File: config.mk
export PLATFORM = sky130hd
export DESIGN_NAME = noc_output_arbiter
export DESIGN_NICKNAME = d
export VERILOG_FILES = /design/src/rtl/noc_pkg.sv /design/src/rtl/noc_rr_arbiter.sv /design/src/rtl/noc_output_arbiter.sv
export SDC_FILE = /design/constraint.sdc
export NUM_CORES = 1
export LEC_CHECK = 0
export ABC_AREA = 0
export ABC_CLOCK_PERIOD_IN_PS = 8700
export CORE_MARGIN = 2
export CORE_UTILIZATION = 44
export CTS_CLUSTER_DIAMETER = 120
export CTS_CLUSTER_SIZE = 30
export DETAILED_ROUTE_END_ITERATION = 10
export PLACE_DENSITY = 0.87
export SYNTH_ARGS = -nofsm -noshare
export SYNTH_HDL_FRONTEND = slang
export SYNTH_SLANG_ARGS = --single-unit
File: constraint.sdc
create_clock -name clk -period 8.7 [get_ports clk]
set_clock_uncertainty 0.05 [all_clocks]
set_input_delay 1.305 -clock clk [delete_from_list [all_inputs] [get_ports clk]]
set_output_delay 1.305 -clock clk [all_outputs]
set_load 0.005 [all_outputs]
File: src/rtl/noc_pkg.sv
// Shared types for the router output-port logic.
// Holds the default flit width, the flit type and the arbiter state encoding.
package noc_pkg;

   // Default flit width used by routers that do not override it.
   localparam int FLIT_W = 16;

   // One flit of payload as seen on a router link.
   typedef logic [FLIT_W-1:0] flit_t;

   // Output-port ownership state.
   // IDLE means the port is free for arbitration.
   // LOCKED means a packet has won the port and keeps it until its tail flit.
   typedef enum logic {
      IDLE   = 1'b0,
      LOCKED = 1'b1
   } arb_state_e;

endpackage

File: src/rtl/noc_rr_arbiter.sv
// Combinational rotating-priority arbiter.
// The requester at index ptr_i has the highest priority. Priority then falls
// through the higher indices and wraps back to index 0. The grant is one-hot,
// or all zero when nobody requests. There is no state here, so the same block
// can serve every output port of the router.
module noc_rr_arbiter #(
   parameter int NUM_IN = 5,
   parameter int PTR_W  = $clog2(NUM_IN)
) (
   input  logic [NUM_IN-1:0] req_i,
   input  logic [PTR_W-1:0]  ptr_i,
   output logic [NUM_IN-1:0] grant_o
);

   logic found;

   // Scan upward from the pointer first, then wrap around to the indices below it.
   always_comb begin
      grant_o = '0;
      found   = 1'b0;
      for (int i = 0; i < NUM_IN; i++) begin
         if (!found && req_i[i] && (i >= int'(ptr_i))) begin
            grant_o[i] = 1'b1;
            found      = 1'b1;
         end
      end
      for (int i = 0; i < NUM_IN; i++) begin
         if (!found && req_i[i] && (i < int'(ptr_i))) begin
            grant_o[i] = 1'b1;
            found      = 1'b1;
         end
      end
   end

endmodule

File: src/rtl/noc_output_arbiter.sv
// Router output-port arbiter.
// NUM_IN input ports share one output link. Arbitration works per packet
// (wormhole): a head flit that wins locks the port to its requester until that
// requester's tail flit is accepted. A flit is issued only when a downstream
// credit is available. Accepted flits leave through a single output register,
// so each one reaches the link one cycle after it is accepted.
module noc_output_arbiter #(
   parameter int NUM_IN  = 5,
   parameter int FLIT_W  = noc_pkg::FLIT_W,
   parameter int CREDITS = 5
) (
   input  logic                         clk,
   input  logic                         rst,
   input  logic [NUM_IN-1:0]            req_i,
   input  logic [NUM_IN-1:0]            tail_i,
   input  logic [NUM_IN*FLIT_W-1:0]     flit_i,
   input  logic                         inc_credit_i,
   output logic [NUM_IN-1:0]            grant_o,
   output logic [FLIT_W-1:0]            data_o,
   output logic                         send_data_o,
   output logic [$clog2(CREDITS+1)-1:0] credit_cnt_o,
   output logic                         locked_o,
   output logic                         err_o
);

   import noc_pkg::arb_state_e;
   import noc_pkg::IDLE;
   import noc_pkg::LOCKED;

   localparam int PTR_W = $clog2(NUM_IN);
   localparam int CNT_W = $clog2(CREDITS + 1);
   localparam logic [CNT_W-1:0] CREDIT_MAX = CNT_W'(CREDITS);

   // Ownership FSM, round-robin pointer and packet owner.
   arb_state_e        state_q, state_d;
   logic [PTR_W-1:0]  ptr_q,   ptr_d;
   logic [PTR_W-1:0]  owner_q, owner_d;

   // Downstream credit tracking.
   logic [CNT_W-1:0]  credit_q, credit_d;
   logic              err_q,    err_d;

   // Output register stage.
   logic [FLIT_W-1:0] data_q,   data_d;
   logic              send_q,   send_d;

   // Grant path.
   logic [NUM_IN-1:0] arb_grant;
   logic [NUM_IN-1:0] owner_oh;
   logic [NUM_IN-1:0] grant;
   logic              credit_ok;
   logic              accept;
   logic              accept_tail;
   logic [PTR_W-1:0]  acc_idx;

   // Pointer advance with wrap at NUM_IN-1, so NUM_IN need not be a power of two.
   function automatic logic [PTR_W-1:0] next_ptr(input logic [PTR_W-1:0] p);
      logic [PTR_W-1:0] n;
      if (int'(p) >= NUM_IN - 1) begin
         n = '0;
      end else begin
         n = p + PTR_W'(1);
      end
      return n;
   endfunction

   noc_rr_arbiter #(
      .NUM_IN (NUM_IN),
      .PTR_W  (PTR_W)
   ) u_rr_arbiter (
      .req_i   (req_i),
      .ptr_i   (ptr_q),
      .grant_o (arb_grant)
   );

   // Pick who is accepted this cycle: the owner while locked, otherwise the arbiter winner, and nobody without credit.
   always_comb begin
      owner_oh = '0;
      for (int i = 0; i < NUM_IN; i++) begin
         owner_oh[i] = (int'(owner_q) == i);
      end

      credit_ok = (credit_q != '0);

      if (!credit_ok) begin
         grant = '0;
      end else if (state_q == LOCKED) begin
         grant = owner_oh & req_i;
      end else begin
         grant = arb_grant;
      end

      accept      = |grant;
      accept_tail = |(grant & tail_i);

      acc_idx = '0;
      for (int i = 0; i < NUM_IN; i++) begin
         if (grant[i]) begin
            acc_idx = PTR_W'(i);
         end
      end
   end

   // Ownership FSM: a head flit without tail locks the port, the owner's tail releases it and moves the pointer past the owner.
   always_comb begin
      state_d = state_q;
      ptr_d   = ptr_q;
      owner_d = owner_q;
      case (state_q)
         IDLE: begin
            if (accept) begin
               if (accept_tail) begin
                  ptr_d = next_ptr(acc_idx);
               end else begin
                  state_d = LOCKED;
                  owner_d = acc_idx;
               end
            end
         end
         LOCKED: begin
            if (accept && accept_tail) begin
               state_d = IDLE;
               ptr_d   = next_ptr(owner_q);
            end
         end
         default: begin
            state_d = IDLE;
         end
      endcase
   end

   // Credit counter: an accept spends one credit, a return pulse gives one back, and a return while already full is flagged as an overflow.
   always_comb begin
      credit_d = credit_q;
      err_d    = err_q;
      if (accept && !inc_credit_i) begin
         credit_d = credit_q - CNT_W'(1);
      end else if (!accept && inc_credit_i) begin
         if (credit_q == CREDIT_MAX) begin
            err_d = 1'b1;
         end else begin
            credit_d = credit_q + CNT_W'(1);
         end
      end
   end

   // Output mux: capture the accepted flit, and hold the last one when nothing is sent.
   always_comb begin
      send_d = accept;
      data_d = data_q;
      for (int i = 0; i < NUM_IN; i++) begin
         if (grant[i]) begin
            data_d = flit_i[i*FLIT_W +: FLIT_W];
         end
      end
   end

   // State, credit and output registers; reset abandons any packet in flight and refills the credits.
   always_ff @(posedge clk) begin
      if (rst) begin
         state_q  <= IDLE;
         ptr_q    <= '0;
         owner_q  <= '0;
         credit_q <= CREDIT_MAX;
         err_q    <= 1'b0;
         data_q   <= '0;
         send_q   <= 1'b0;
      end else begin
         state_q  <= state_d;
         ptr_q    <= ptr_d;
         owner_q  <= owner_d;
         credit_q <= credit_d;
         err_q    <= err_d;
         data_q   <= data_d;
         send_q   <= send_d;
      end
   end

   assign grant_o      = grant;
   assign data_o       = data_q;
   assign send_data_o  = send_q;
   assign credit_cnt_o = credit_q;
   assign locked_o     = (state_q == LOCKED);
   assign err_o        = err_q;

endmodule
After elaboration in Yosys (flattened, before gate mapping)
Cells that the tools add are included.
{ "word_totals": {"wordCells": 122, "ff_bits": 28, "in_bits": 93} }
{ "op_classes": {"reduce_logical": 43, "n_eq_ne": 9, "bitwise": 5, "add_sub_neg": 4, "n_lt_le_gt_ge": 12, "mux": 42} }
{ "ops": {"columns": ["op", "n"], "rows": [
  ["$mux W16", 5],
  ["$mux W3", 11],
  ["$logic_and A1 B1 Y1", 22],
  ["$mux W1", 22],
  ["$eq A3 B3 Y1 const B", 4],
  ["$logic_not A1 Y1", 11],
  ["$and A5 B5 Y5", 2],
  ["$mux W5", 2],
  ["$reduce_or A5 Y1", 2],
  ["$add A3 B1 Y3 const B", 3],
  ["$reduce_and A3 Y1", 3],
  ["$ge A1 B3 Y1 const A", 2],
  ["$ge A2 B3 Y1 const A", 2],
  ["$ge A3 B3 Y1 const B", 2],
  ["$lt A1 B3 Y1 const A", 2],
  ["$lt A2 B3 Y1 const A", 2],
  ["$ne A2 B2 Y1 const B", 3],
  ["$pmux W3 S2", 1],
  ["$reduce_bool A5 Y1", 1],
  ["$eq A3 B2 Y1 const B", 1],
  ["$ge A3 B3 Y1 const A", 1],
  ["$logic_not A3 Y1", 1],
  ["$lt A3 B3 Y1 const A", 1],
  ["$not A1 Y1", 3],
  ["6 further kinds", 6]
]} }

Longest topological paths before layout
{ "logic_depth": {"word_depth": 50, "depth_mapped": 19, "mapped_depth_nobuf": 16} }

Modules after synthesis
A second synthesis with hierarchy kept.
{ "hier_totals": {"hier_cells": 249, "area_unflattened_um2": 2059.5} }
{ "by_module_without_submodules": {"columns": ["module", "area_per_inst_um2", "cells_each", "n_inst"], "rows": [
  ["noc_output_arbiter", 1858.0, 217, 1],
  ["noc_rr_arbiter", 201.4, 32, 1]
]} }

Worst setup path before layout
Ideal clock, no wire load.
{ "synth_timing": {"path_kind": "input to output", "from": "input port req_i[0]", "to": "output port grant_o[4]", "slack_ps": 4367, "cell_stages": 7, "required_ps": 7345, "arrival_time_ps": 2978, "path_cell_list": "or3b_1 -> o41a_1 -> o31a_1 -> or2_1 -> clkinv_1 -> clkbuf_1 -> buf_4"} }
{ "synth_via": {"elab_chain_len": 40} }
{ "synth_rtl": {"columns": ["element", "line_no", "rtl"], "rows": [
  ["start: declaration", "noc_output_arbiter.sv:14", "input logic [NUM_IN-1:0] req_i,"],
  ["$logic_and A1 B1 Y1", "noc_rr_arbiter.sv:22", "if (!found && req_i[i] && (i >= int'(ptr_i))) begin"],
  ["$mux W1", "noc_rr_arbiter.sv:22", null],
  ["$logic_not A1 Y1", "noc_rr_arbiter.sv:22", null],
  ["$logic_and A1 B1 Y1 (2 in series)", "noc_rr_arbiter.sv:22", null],
  ["$mux W1", "noc_rr_arbiter.sv:22", null],
  ["$logic_not A1 Y1", "noc_rr_arbiter.sv:22", null],
  ["$logic_and A1 B1 Y1 (2 in series)", "noc_rr_arbiter.sv:22", null],
  ["$mux W1", "noc_rr_arbiter.sv:22", null],
  ["(+20 left out)", null, null],
  ["$logic_not A1 Y1", "noc_rr_arbiter.sv:28", "if (!found && req_i[i] && (i < int'(ptr_i))) begin"],
  ["$logic_and A1 B1 Y1 (2 in series)", "noc_rr_arbiter.sv:28", null],
  ["$mux W1", "noc_rr_arbiter.sv:28", null],
  ["$logic_not A1 Y1", "noc_rr_arbiter.sv:28", null],
  ["$logic_and A1 B1 Y1 (2 in series)", "noc_rr_arbiter.sv:28", null],
  ["$mux W1 *", "noc_rr_arbiter.sv:28", null],
  ["$mux W5 *", "noc_output_arbiter.sv:87", "end else if (state_q == LOCKED) begin"],
  ["$mux W5 *", "noc_output_arbiter.sv:85", "if (!credit_ok) begin"],
  ["end: declaration", "noc_output_arbiter.sv:18", "output logic [NUM_IN-1:0] grant_o,"]
]} }
Every way passes the cells marked *; elsewhere a longest branch is shown, timed or not.

Final worst setup path
Ends and elaborated chain as after synthesis.

==> flow_summary_export.csv <==
group,metric,value,unit
floorplanning,die_w,77.4,um
placed_design,numPortBuffers,119,
sta,finalHoldViolCount,0,
detailed_routing,viasPerCell,5.81,
worst_setup_path,required,7340,ps
finish,instances_no_fill,468,
clocking,clk_pin_slew,90,ps
sta,tns,0,ps
floorplanning,num_io_pins,120,
clocking,clock_sinks,28,
finish,stdcell_area,3600,um^2
sta,maxSlewHeadroom,0.312,
worst_setup_path,path_cells,"clkdlybuf4s50_1 > or3b_1 > o41a_1 > o31a_1 > or2_1 > clkinv_1 > clkdlybuf4s50_1",
logic_synthesis,async_reset_ff_frac,0,
worst_setup_path,critPathMaxFanout,36,
worst_setup_path,path_class,"input pin to output pin",
global_routing,overflow,0,
placed_design,gp_congestion,0.987,
detailed_routing,first_pass_iters,5,
clocking,clk_latency,280,ps
sta,rsz0062_at_grt,"false",
finish,nFillCells,428,
clocking,cts_tree,"yes",
floorplanning,rows,26,
sta,worst_slack,3040,ps
floorplanning,core-area,5140,um^2
detailed_routing,post_drt_wl_per_cell,17.0,um
detailed_routing,routed_wl,7.97,mm
logic_synthesis,yosys_warnings,0,
worst_setup_path,reg2reg_slack,4600,ps
flow_run,drv_cap,0,
clocking,cts_resized,0,
logic_synthesis,syn_area_per_cell,8.04,um^2
worst_setup_path,worstPathArrival,4310,ps
power_and_ir_drop,vdd_ir_drop_max,0.215,mV
finish,seqCellArea,561,um^2
finish,n_antenna_cell,0,
floorplanning,die_area,5990,um^2
clocking,cts_max_level,1,
hold_path,min-delay-path-class,"flop to flop",
placed_design,dp_worst_setup_slack,3090,ps
global_routing,grt_start_max_net_pins,38,
power_and_ir_drop,powerDensity,261,nW/um^2
hold_path,hold_path_depth,2,
logic_synthesis,syn_inst,295,
detailed_routing,vias,2721,
worst_setup_path,endpoint_kind,"output pin",
logic_synthesis,synth_edf_count,0,
detailed_routing,drc,0,
clocking,root_buffer,"clkbuf_8",
sta,tightestPinTransition,1030,ps
worst_setup_path,cp_slowest_cell,"clkdlybuf4s50_1",
worst_setup_path,startpoint_type,"input pin",
power_and_ir_drop,p_leak,1.53,nW
finish,multi_input_area,1560,um^2
sta,report.final.slew_viol_count,0,
global_routing,grt_usage,0.265,
placed_design,dp_hpwl,6.09,mm
finish,area_growth,51.9,%
logic_synthesis,synthFlopType,"dfxtp_1",
floorplanning,start_util,0.461,
global_routing,antenna_found_initial,0,
worst_setup_path,cp_common_cell,"clkdlybuf4s50_1",
worst_setup_path,worst-r2r-cell-count,14,
logic_synthesis,synth_cell_type_count,60,
clocking,numCtsBuffers,3,
detailed_routing,drt_iter0_drc,192,
finish,drive_above_1_share,0.0427,
global_routing,grt_pass1_wl,12.9,mm
worst_setup_path,crit_start,"req_i[0]",
sta,fin_crit,5660,ps
worst_setup_path,r2r_start,"ptr_q[2]$_SDFFE_PP0P_",
sta,setup_viol,0,
clocking,clk_path_buf_depth,2,
sta,finalCritPeriodShare,0.651,
worst_setup_path,endpoint,"grant_o[4]",
clocking,cts_hold_buf,0,
logic_synthesis,syn_area,2370,um^2
status,outcome,"finished, final reports clean",
worst_setup_path,rr_endpoint,"credit_cnt_o[2]$_SDFFE_PP1P_",
logic_synthesis,ys_seq_area_frac,0.236,
clocking,postCtsSetupRepairBufs,0,
placed_design,dpl_cell_area,3550,um^2
placed_design,dpl.cell_count,464,
sta,fmax,177,MHz
finish,final_nets,500,
worst_setup_path,max_stage_delay,640,ps
logic_synthesis,ys_ff_latch,28,
global_routing,grt_pass1_vias,2731,
sta,timing.hold.ws,439,ps
detailed_routing,ant_nets,0,
floorplanning,die_y,77.4,um
logic_synthesis,postSynthNetCount,396,
## worst max-delay path, delay by kind of cell
kind | cells | cell delay, ps
buffers and inverters | 3 | 1740
AO/OA/AOI/OAI | 2 | 500
AND/OR/NAND/NOR | 2 | 750
## report_power, final
part	total [W]	switching, W	internal, W
logic	0.000633	0.000322	0.000312
clock network	0.0000827	0.0000420	0.0000407
registers	0.000222	0.0000436	0.000179
## cell usage after synthesis, types with 3 or more instances
cell type,instances,area share
nor2_1,10,0.016
a211oi_1,5,0.016
clkbuf_1,8,0.013
a32oi_1,4,0.015
nand2_1,24,0.038
ha_1,7,0.037
a211o_1,17,0.063
mux2i_1,32,0.14
dfxtp_1,28,0.24
and3_1,3,0.0079
a21oi_1,5,0.011
buf_2,8,0.017
inv_1,30,0.047
and2_1,3,0.0079
o21ai_0,17,0.036
nor2b_1,3,0.0079
a31oi_1,17,0.045
buf_4,3,0.0095
o211ai_1,17,0.054
nand3_1,5,0.011
a311oi_1,4,0.015
## layout make-up
cell class | instances | share of cell area
multi-input cells | 211 | 0.433
flip-flops and latches | 28 | 0.156
well taps | 70 | 0.0243
inverters | 34 | 0.0365
clock buffers | 4 | 0.0153
repair buffers | 121 | 0.335
## state kept, by name, summed over array words and instances, names as in the netlist, named ones only
name and cells:
send_data_o 1, ptr_q 3, data_o 16, err_o 1, owner_q 3, credit_cnt_o 3
## stage by stage
step,utilization,power [W]
floorplan,-,0.000636
global placement,0.690,0.000835
detailed placement,0.690,0.000854
CTS,0.701,0.000939
global route,0.701,0.00101
finish,0.701,0.000938
## layout by cell type, fill, tap and decap left out, types with 5 or more instances in the layout
cell type | synthesis | routed
ha_1 | 7 | 7
inv_1 | 30 | 30
nand3_1 | 5 | 5
a211o_1 | 17 | 17
nor2_1 | 10 | 10
mux2i_1 | 32 | 32
nand2_1 | 24 | 24
a31oi_1 | 17 | 17
a21oi_1 | 5 | 5
o211ai_1 | 17 | 17
dfxtp_1 | 28 | 28
a211oi_1 | 5 | 5
o21ai_0 | 17 | 17
clkdlybuf4s50_1 | 0 | 119
## worst min-delay path by stage
stage,start,end
2_1_floorplan,err_o$_SDFFE_PP0P_,err_o$_SDFFE_PP0P_
3_3_place_gp,err_o$_SDFFE_PP0P_,err_o$_SDFFE_PP0P_
3_5_place_dp,err_o$_SDFFE_PP0P_,err_o$_SDFFE_PP0P_
4_1_cts,err_o$_SDFFE_PP0P_,err_o$_SDFFE_PP0P_
5_1_grt,data_o[15]$_SDFFE_PP0P_,data_o[15]$_SDFFE_PP0P_
6_report,err_o$_SDFFE_PP0P_,err_o$_SDFFE_PP0P_
## logic make-up after synthesis
group | Yosys count | synth area share
AOI/OAI and AO/OA | 107 | 0.330
and+or+nand+nor | 62 | 0.139
buffers and inverters | 56 | 0.106
muxes | 33 | 0.140
DFF | 28 | 0.236
adders and majority gates | 8 | 0.0454
xor gates and xnor gates | 1 | 0.00369
## routing by layer
metal | vias to the layer above | GRT usage | wire [um]
met3 | 19 | 0.0477 | 609
met2 | 116 | 0.474 | 3940
met1 | 1283 | 0.316 | 3210
met4 | 0 | 0.0929 | 213
met5 | - | 0 | 0
li1 | 1303 | - | -
(Power assumes the default switching activity.)
